[config.mk]
export PLATFORM = sky130hd
export DESIGN_NAME = vga_sync_rx
export DESIGN_NICKNAME = d
export VERILOG_FILES = /design/src/rtl/vga_pkg.sv /design/src/rtl/sync_edge_det.sv /design/src/rtl/vga_sync_rx.sv
export SDC_FILE = /design/constraint.sdc
export NUM_CORES = 1
export LEC_CHECK = 0
export BUFFER_PORTS_ARGS = -buffer_cell sky130_fd_sc_hd__buf_2
export CORE_AREA = 2 2 81 83
export CTS_CLUSTER_DIAMETER = 120
export CTS_CLUSTER_SIZE = 25
export DETAILED_ROUTE_END_ITERATION = 7
export DIE_AREA = 0 0 83 85
export HOLD_SLACK_MARGIN = 0.03
export PLACE_DENSITY = 0.78
export SYNTH_ARGS = -nofsm -noshare
export SYNTH_HDL_FRONTEND = slang
export SYNTH_SLANG_ARGS = --single-unit
[constraint.sdc]
create_clock -name i_clk -period 3.3 [get_ports i_clk]
set_clock_uncertainty 0.05 [all_clocks]
set_input_delay 0.33 -clock i_clk [delete_from_list [all_inputs] [get_ports i_clk]]
set_output_delay 0.33 -clock i_clk [all_outputs]
set_load 0.02 [all_outputs]
[src/rtl/vga_pkg.sv]
// vga_pkg: 640x480 raster constants shared by the timing generator and receiver,
// the receiver FSM states, and a saturating 11-bit increment.
package vga_pkg;
  localparam int H_ACTIVE = 640;
  localparam int H_BP     = 48;
  localparam int H_TOTAL  = 800;
  localparam int V_ACTIVE = 480;
  localparam int V_BP     = 33;
  localparam int V_TOTAL  = 525;
  typedef enum logic [1:0] {SEARCH, ALIGN, LOCKED} rx_state_t;
  function automatic logic [10:0] sat_inc(input logic [10:0] v);
    return &v ? v : v + 11'd1;
  endfunction
endpackage

[src/rtl/sync_edge_det.sv]
// sync_edge_det: strobe-gated sample of an active-low sync; pulses on its deassert (rising) edge.
module sync_edge_det (
  input  logic clk,
  input  logic rst_n,
  input  logic stb,
  input  logic sync,
  output logic rise
);
  logic q;
  // Resets to the idle (deasserted) level so release of reset never fakes an edge.
  always_ff @(posedge clk or negedge rst_n)
    if (!rst_n) q <= 1'b1;
    else if (stb) q <= sync;
  assign rise = stb && !q && sync;
endmodule

[src/rtl/vga_sync_rx.sv]
// vga_sync_rx: recovers pixel coordinates/DE from HS/VS and locks onto the expected raster.
// Define VGA_RX_MEASURE_EN to report measured line/frame lengths on o_h_total/o_v_total.
module vga_sync_rx #(
  parameter int H_ACTIVE    = vga_pkg::H_ACTIVE,
  parameter int H_BP        = vga_pkg::H_BP,
  parameter int H_TOTAL     = vga_pkg::H_TOTAL,
  parameter int V_ACTIVE    = vga_pkg::V_ACTIVE,
  parameter int V_BP        = vga_pkg::V_BP,
  parameter int V_TOTAL     = vga_pkg::V_TOTAL,
  parameter int LOCK_FRAMES = 2
) (
  input  logic        i_clk,
  input  logic        i_rst_n,
  input  logic        i_pix_stb,
  input  logic        i_hs,
  input  logic        i_vs,
  output logic [9:0]  o_x,
  output logic [8:0]  o_y,
  output logic        o_de,
  output logic        o_frame_stb,
  output logic        o_locked,
  output logic        o_err,
  output logic [10:0] o_h_total,
  output logic [10:0] o_v_total
);
  import vga_pkg::*;
  logic hs_edge, vs_edge, mis, de_nxt;
  logic h_skip, h_skip_nxt, frame_bad, frame_bad_nxt;
  logic [10:0] h_cnt, v_cnt, h_nxt, v_nxt;
  logic [3:0] good, good_nxt;
  rx_state_t state, state_nxt;

  sync_edge_det u_hs (.clk(i_clk), .rst_n(i_rst_n), .stb(i_pix_stb), .sync(i_hs), .rise(hs_edge));
  sync_edge_det u_vs (.clk(i_clk), .rst_n(i_rst_n), .stb(i_pix_stb), .sync(i_vs), .rise(vs_edge));

  always_comb begin
    h_nxt = hs_edge ? '0 : sat_inc(h_cnt);
    v_nxt = vs_edge ? '0 : (hs_edge ? sat_inc(v_cnt) : v_cnt);
    mis = state != SEARCH &&
          ((hs_edge && !h_skip && h_cnt != 11'(H_TOTAL - 1)) ||
           (vs_edge && v_cnt != 11'(V_TOTAL - 1)));
    state_nxt = state;
    good_nxt = good;
    h_skip_nxt = h_skip;
    frame_bad_nxt = frame_bad;
    if (state == SEARCH) begin
      if (vs_edge) begin
        state_nxt = ALIGN;
        good_nxt = '0;
        h_skip_nxt = 1'b1;
        frame_bad_nxt = 1'b0;
      end
    end else begin
      if (hs_edge) h_skip_nxt = 1'b0;
      if (mis) begin
        state_nxt = ALIGN;
        good_nxt = '0;
        frame_bad_nxt = 1'b1;
      end
      // A frame counts only if neither its lines nor its own length mismatched.
      if (vs_edge) begin
        frame_bad_nxt = 1'b0;
        if (state == ALIGN && !mis && !frame_bad) begin
          good_nxt = good + 4'd1;
          state_nxt = (good + 4'd1 == 4'(LOCK_FRAMES)) ? LOCKED : ALIGN;
        end
      end
    end
    de_nxt = state_nxt != SEARCH &&
             h_nxt >= 11'(H_BP) && h_nxt < 11'(H_BP + H_ACTIVE) &&
             v_nxt >= 11'(V_BP) && v_nxt < 11'(V_BP + V_ACTIVE);
  end

  always_ff @(posedge i_clk or negedge i_rst_n)
    if (!i_rst_n) begin
      state <= SEARCH;
      h_cnt <= '0;
      v_cnt <= '0;
      good <= '0;
      h_skip <= 1'b0;
      frame_bad <= 1'b0;
      o_x <= '0;
      o_y <= '0;
      o_de <= 1'b0;
      o_locked <= 1'b0;
      o_err <= 1'b0;
      o_frame_stb <= 1'b0;
    end else begin
      o_err <= mis;
      o_frame_stb <= vs_edge;
      if (i_pix_stb) begin
        state <= state_nxt;
        h_cnt <= h_nxt;
        v_cnt <= v_nxt;
        good <= good_nxt;
        h_skip <= h_skip_nxt;
        frame_bad <= frame_bad_nxt;
        o_locked <= state_nxt == LOCKED;
        o_de <= de_nxt;
        o_x <= de_nxt ? 10'(h_nxt - 11'(H_BP)) : '0;
        o_y <= de_nxt ? 9'(v_nxt - 11'(V_BP)) : '0;
      end
    end

`ifdef VGA_RX_MEASURE_EN
  always_ff @(posedge i_clk or negedge i_rst_n)
    if (!i_rst_n) begin
      o_h_total <= '0;
      o_v_total <= '0;
    end else begin
      if (hs_edge) o_h_total <= sat_inc(h_cnt);
      if (vs_edge) o_v_total <= sat_inc(v_cnt);
    end
`else
  assign o_h_total = '0;
  assign o_v_total = '0;
`endif
endmodule

## After elaboration in Yosys (flattened, before gate mapping)

Cells that the tools add are included.
Widths: inputs -> output; s select.

- Equal/unequal tests: 6
- Bitwise logic cells: 0
- Shifts and indexed selects: 0
- Order comparisons: 4
- Add/sub/neg operators: 5
- Multiplexer cells: 25
- Div/mod/pow operators: 0
- Reductions and logical operators: 30
- $mul: 0

Operators with widths:

| kind | number |
|---|---|
| $mux 11 | 5 |
| $add 11x1->11 const B | 2 |
| $ge 11x6->1 const B | 2 |
| $lt 11x10->1 const B | 2 |
| $ne 11x10->1 const B | 2 |
| $reduce_and 11->1 | 2 |
| $mux 4 | 5 |
| $logic_and 1x1->1 | 14 |
| $mux 2 | 6 |
| $mux 10 | 1 |
| $sub 10x6->10 const B | 1 |
| $mux 9 | 1 |
| $sub 9x6->9 const B | 1 |
| $reduce_bool 2->1 | 4 |
| $mux 1 | 7 |
| $reduce_and 3->1 | 2 |
| $logic_not 1->1 | 5 |
| $add 4x1->4 const B | 1 |
| $eq 4x2->1 const B | 1 |
| $eq 2x1->1 const B | 1 |
| $eq 2x2->1 const B | 1 |
| $logic_not 2->1 | 1 |
| $ne 2x2->1 const B | 1 |
| $reduce_and 2->1 | 1 |
| $logic_or 1x1->1 | 1 |

- Logic and storage cells: 84
- Latch bits: 0
- Output and inout bits: 45
- Memories: 0
- Bits of input ports: 5
- Register bits after elaboration: 55
- Bits in read-only memories: 0
- Bits in writable memories: 0

## Longest topological paths before layout

- Depth after elaboration: 19
- Depth in mapped cells: 14
- Gate-level depth less buffers: 13

## By module

A second synthesis with hierarchy kept.

- Cell total of the unflattened synthesis: 382
- Area total of the unflattened synthesis: 3,744.8 um^2

Modules (own cells, without submodules):

| module | area an instance (um^2) | sequential area each (um^2) | times used | cells each |
|---|---|---|---|---|
| vga_sync_rx | 3,642.2 | 1,326.3 | 1 | 376 |
| sync_edge_det | 51.3 | 26.3 | 2 | 3 |

## Worst setup path before layout

OpenSTA, ideal clock, no wires.

- Kind: reg2reg
- From: register v_cnt[0]
- To: register o_x[0]
- Arrival: 2.524 ns
- Buffers on the path: 2
- Library setup time: 0.095 ns
- Period minus slack after synthesis: 2.669 ns
- Setup slack: 0.631 ns
- Data required time: 3.155 ns
- Stages on the path, launching flop included: 12
- Cell sequence: dfrtp_1 -> ha_1 -> and3_1 -> buf_4 -> a31oi_2 -> mux2i_4 -> o21ai_2 -> nor3b_2 -> o2bb2ai_1 -> o21ai_2 -> buf_6 -> o32ai_2

- Cells in the longest elaborated chain, start to end: 16
- Elaborated cells between the ends (all ways): 24
- Classes of those cells: add/sub: 1; order compare: 2; eq/ne: 1; mux: 8; reduce/logical: 12

Ends and longest elaborated chain:

| element | line | text |
|---|---|---|
| start: declaration | vga_sync_rx.sv:29 | `logic [10:0] h_cnt, v_cnt, h_nxt, v_nxt;` |
| start signal: assignment | vga_sync_rx.sv:94 | `v_cnt <= v_nxt;` |
| parallel branches: the longest is 14 deep, another holds $add 11x1->11 | n/a |  |
| $logic_and 1x1->1 * | vga_sync_rx.sv:71 | `v_nxt >= 11'(V_BP) && v_nxt < 11'(V_BP + V_ACTIVE);` |
| $mux 10 * | vga_sync_rx.sv:100 | `o_x <= de_nxt ? 10'(h_nxt - 11'(H_BP)) : '0;` |
| end signal: assignment | vga_sync_rx.sv:100 |  |
| end: declaration | vga_sync_rx.sv:17 | `output logic [9:0] o_x,` |

Every way passes the cells marked *.
A chain may end at the register's enable or synchronous reset.

## Worst setup path in the final report

- From: register v_cnt[0]
- To: register o_y[4]

- Cells in the longest elaborated chain, start to end: 16
- Elaborated cells between the ends (all ways): 25
- Classes of those cells: add/sub: 2; order compare: 2; eq/ne: 1; mux: 8; reduce/logical: 12

Ends and longest elaborated chain:

| element | line | text |
|---|---|---|
| parallel branches: the longest is 15 deep, another holds $add 11x1->11 | n/a |  |
| $mux 9 * | vga_sync_rx.sv:101 | `o_y <= de_nxt ? 9'(v_nxt - 11'(V_BP)) : '0;` |
| end signal: assignment | vga_sync_rx.sv:101 |  |
| end: declaration | vga_sync_rx.sv:18 | `output logic [8:0] o_y,` |

Marks and branches as above.

==> impl_metrics.env <==
export IMPL_ys_flop_type="dfrtp_1"
export IMPL_clk_pin_slew_worst_paths_ns=0.10
export IMPL_ys_ff_latch=55
export IMPL_synth_top_family_by_area="compound AO/OA/AOI/OAI gates"
export IMPL_ys_types=69
export IMPL_gr_usage_all_layers=0.2071
export IMPL_yosysTopAreaCell="dfrtp_1"
export IMPL_tightest_slew_ns=0.7652
export IMPL_synthXorXnorAreaFrac=0.03855
export IMPL_cts_resized=0
export IMPL_synth_top_area_share=0.3891
export IMPL_avgSynthCellArea_um2=9.547
export IMPL_cts_max_level=2
export IMPL_synth_compound_area_frac=0.1839
export IMPL_ios=50
export IMPL_clk_latency_ns=0.31
export IMPL_post_route_drc_count=0
export IMPL_cp_common_cell="o21ai_2"
export IMPL_syn2layout_area_growth_pct=6.498
export IMPL_setup_slack_ns=0.3361
export IMPL_period_share=0.8981
export IMPL_cts_root_buffer="clkbuf_8"
export IMPL_cts_sinks=55
export IMPL_cp_max_fo=18
export IMPL_status="finished, final reports clean"
export IMPL_numCtsBuffers=5
export IMPL_seq_area_frac_synth=0.4046
export IMPL_rows=29
export IMPL_vias=2650
export IMPL_initial_utilization=0.5493
export IMPL_slew_headroom=0.4899
export IMPL_timing_rr_end="o_y[4]"
export IMPL_port_buffers=27
export IMPL_hold_viol=0
export IMPL_synth_common_cells="dfrtp_1, inv_1, buf_4, nor2_1, o22ai_1"
export IMPL_yosys_area_share_simple=0.1703
export IMPL_grt_pass1_vias=2540
export IMPL_grt_max_degree=38
export IMPL_cts_setup_buffers=0
export IMPL_setup_viol=0
export IMPL_maxSlewViolCount=0
export IMPL_dieArea_um2=7055
export IMPL_power_density_nw_per_um2=508.8
export IMPL_viasPerCell=5.811
export IMPL_gp_congestion=0.8359
export IMPL_netlist_area_um2=3408
export IMPL_cts_tree="built"
export IMPL_period_needed_ns=2.964
export IMPL_max_freq_ghz=0.3374
export IMPL_cts_buffer_depth=2
export IMPL_cp_required_ns=3.44
export IMPL_synth_area_top_cells="dfrtp_1, buf_4, inv_1, mux2_2, o22ai_1"
export IMPL_grt_pass1_wl_um=11940
export IMPL_synth_edff_count=0
export IMPL_arrival_ns=3.10
export IMPL_dp_slack_ns=0.3391
export IMPL_drive_gt1_frac=0.1953
export IMPL_wl_per_cell_um=15.23
export IMPL_ant_nets=0
export IMPL_rsz0062_at_grt="false"
export IMPL_antenna_found_initial=0
export IMPL_drt_total_wl_um=6946
export IMPL_yosysWarnings=0
export IMPL_crit_chain="ha_1 -> and3_1 -> a31oi_2 -> mux2i_4 -> o21ai_2 -> nor3b_2 -> a211oi_2 -> o21ai_2 -> buf_4 -> o22ai_1"
export IMPL_endpoint_kind="flop"
export IMPL_synth_mux_area_fraction=0.05433
export IMPL_r2r_cells=10
export IMPL_tns_ns=0
export IMPL_antenna_cells=0
export IMPL_critPathSlowestCell="dfrtp_1"
export IMPL_dr_first_iter_drc_count=235
export IMPL_synth_most_common_cell="dfrtp_1"
export IMPL_grt_overflow=0
export IMPL_synth_fa_ha_area_frac=0.02937
export IMPL_holdBufCountCts=0
export IMPL_worstHoldPathType="in -> async"
export IMPL_dr_pass1_iters=4
export IMPL_synth_cells=357
export IMPL_worstSetupStartpointType="flop"
export IMPL_power_leakage_nw=1.708
export IMPL_max_stage_delay_ns=0.43
export IMPL_ys_async_sr_fraction=1.000
export IMPL_fp_dieW_um=83
export IMPL_worst_setup_path_type="reg -> reg"
export IMPL_peakVddDrop_v=0.0003091
export IMPL_dp_hpwl_um=5214
export IMPL_r2r_start="v_cnt[0]"
export IMPL_core_um2=6205
export IMPL_cap_violations=0
export IMPL_r2r_setup_slack_ns=0.34
export IMPL_final_nets=391
export IMPL_dieHeight_um=85
[registers in the layout (all words and copies together), names as in the netlist, 2 cells and up]
register and cells:
o_y 9, good 4, state 2, o_x 10, v_cnt 11, h_cnt 11
[per-stage QoR]
stage | power, mW | area [um^2] | util | hold slack (ns) | std cells
finish | 1.847 | 3630 | 0.5850 | 0.03355 | 456
global route | 1.953 | 3630 | 0.5850 | 0.09481 | 456
floorplan | 1.235 | 3487 | - | -0.01559 | 378
detailed placement | 1.338 | 3497 | 0.5636 | 0.3967 | 448
global placement | 1.324 | 3497 | 0.5636 | 0.3987 | 448
CTS | 1.858 | 3630 | 0.5850 | 0.05363 | 456
[power breakdown]
group	switching [mW]	total, mW	leakage (nW)	internal, mW
combinational	0.301	0.506	0.903	0.205
sequential	0.0855	0.822	0.739	0.737
clock	0.216	0.519	0.0654	0.303
[final cells by class]
class                      instances  area, um^2
fill                             548        2575
multi-input combinational        246        1707
sequential                        55        1379
timing repair buffer              32       172.7
inverter                          38       142.6
tap                               77       96.34
clock buffer                       6       72.57
clock inverter                     2       60.06
[how the worst max path moves through the flow]
stage              from      to  slack, ns  cells past startpoint
3_5_place_dp   v_cnt[0]  o_y[4]       0.34                     10
6_report       v_cnt[0]  o_y[4]       0.34                     10
2_1_floorplan  v_cnt[0]  o_x[0]       0.63                     11
5_1_grt        v_cnt[0]  o_x[5]       0.13                     10
3_3_place_gp   v_cnt[0]  o_y[2]       0.42                     10
4_1_cts        v_cnt[0]  o_y[4]       0.34                     10
[logic make-up after synthesis]
logic type,Yosys count
buffers and inverters,77
AND/OR/NAND/NOR,102
multiplexers,16
XOR/XNOR,15
AO/OA/AOI/OAI,83
other,1
flip-flops,55
adder cells (fa/ha/maj),8
[worst max-delay path, delay by kind of cell (launching register included)]
kind	cells	cell delay, ns
buffers and inverters	1	0.27
flip-flops	1	0.43
adder cells (fa/ha/maj)	1	0.23
AND/OR/NAND/NOR	2	0.59
multiplexers	1	0.33
AO/OA/AOI/OAI	5	0.92
[routing by layer]
metal | GRT usage | part of all wire | up-vias
met5 | 0 | 0 | -
met4 | 0.07452 | 0.014 | 0
met3 | 0.03696 | 0.042 | 10
met2 | 0.3402 | 0.50 | 61
met1 | 0.2775 | 0.44 | 1300
li1 | - | - | 1279
[placed cells by master, fill, tap and decap left out, drive strengths merged, types with 7 or more instances in the layout]
cell type / count
nand4: 13
nand2: 15
nor2: 25
a21oi: 10
o21ai: 21
nand3: 7
o22ai: 18
ha: 8
a31oi: 9
conb: 22
buf: 32
xnor2: 11
dfrtp: 53
inv: 38
mux2: 10
Power figures use the tool's default switching activity.
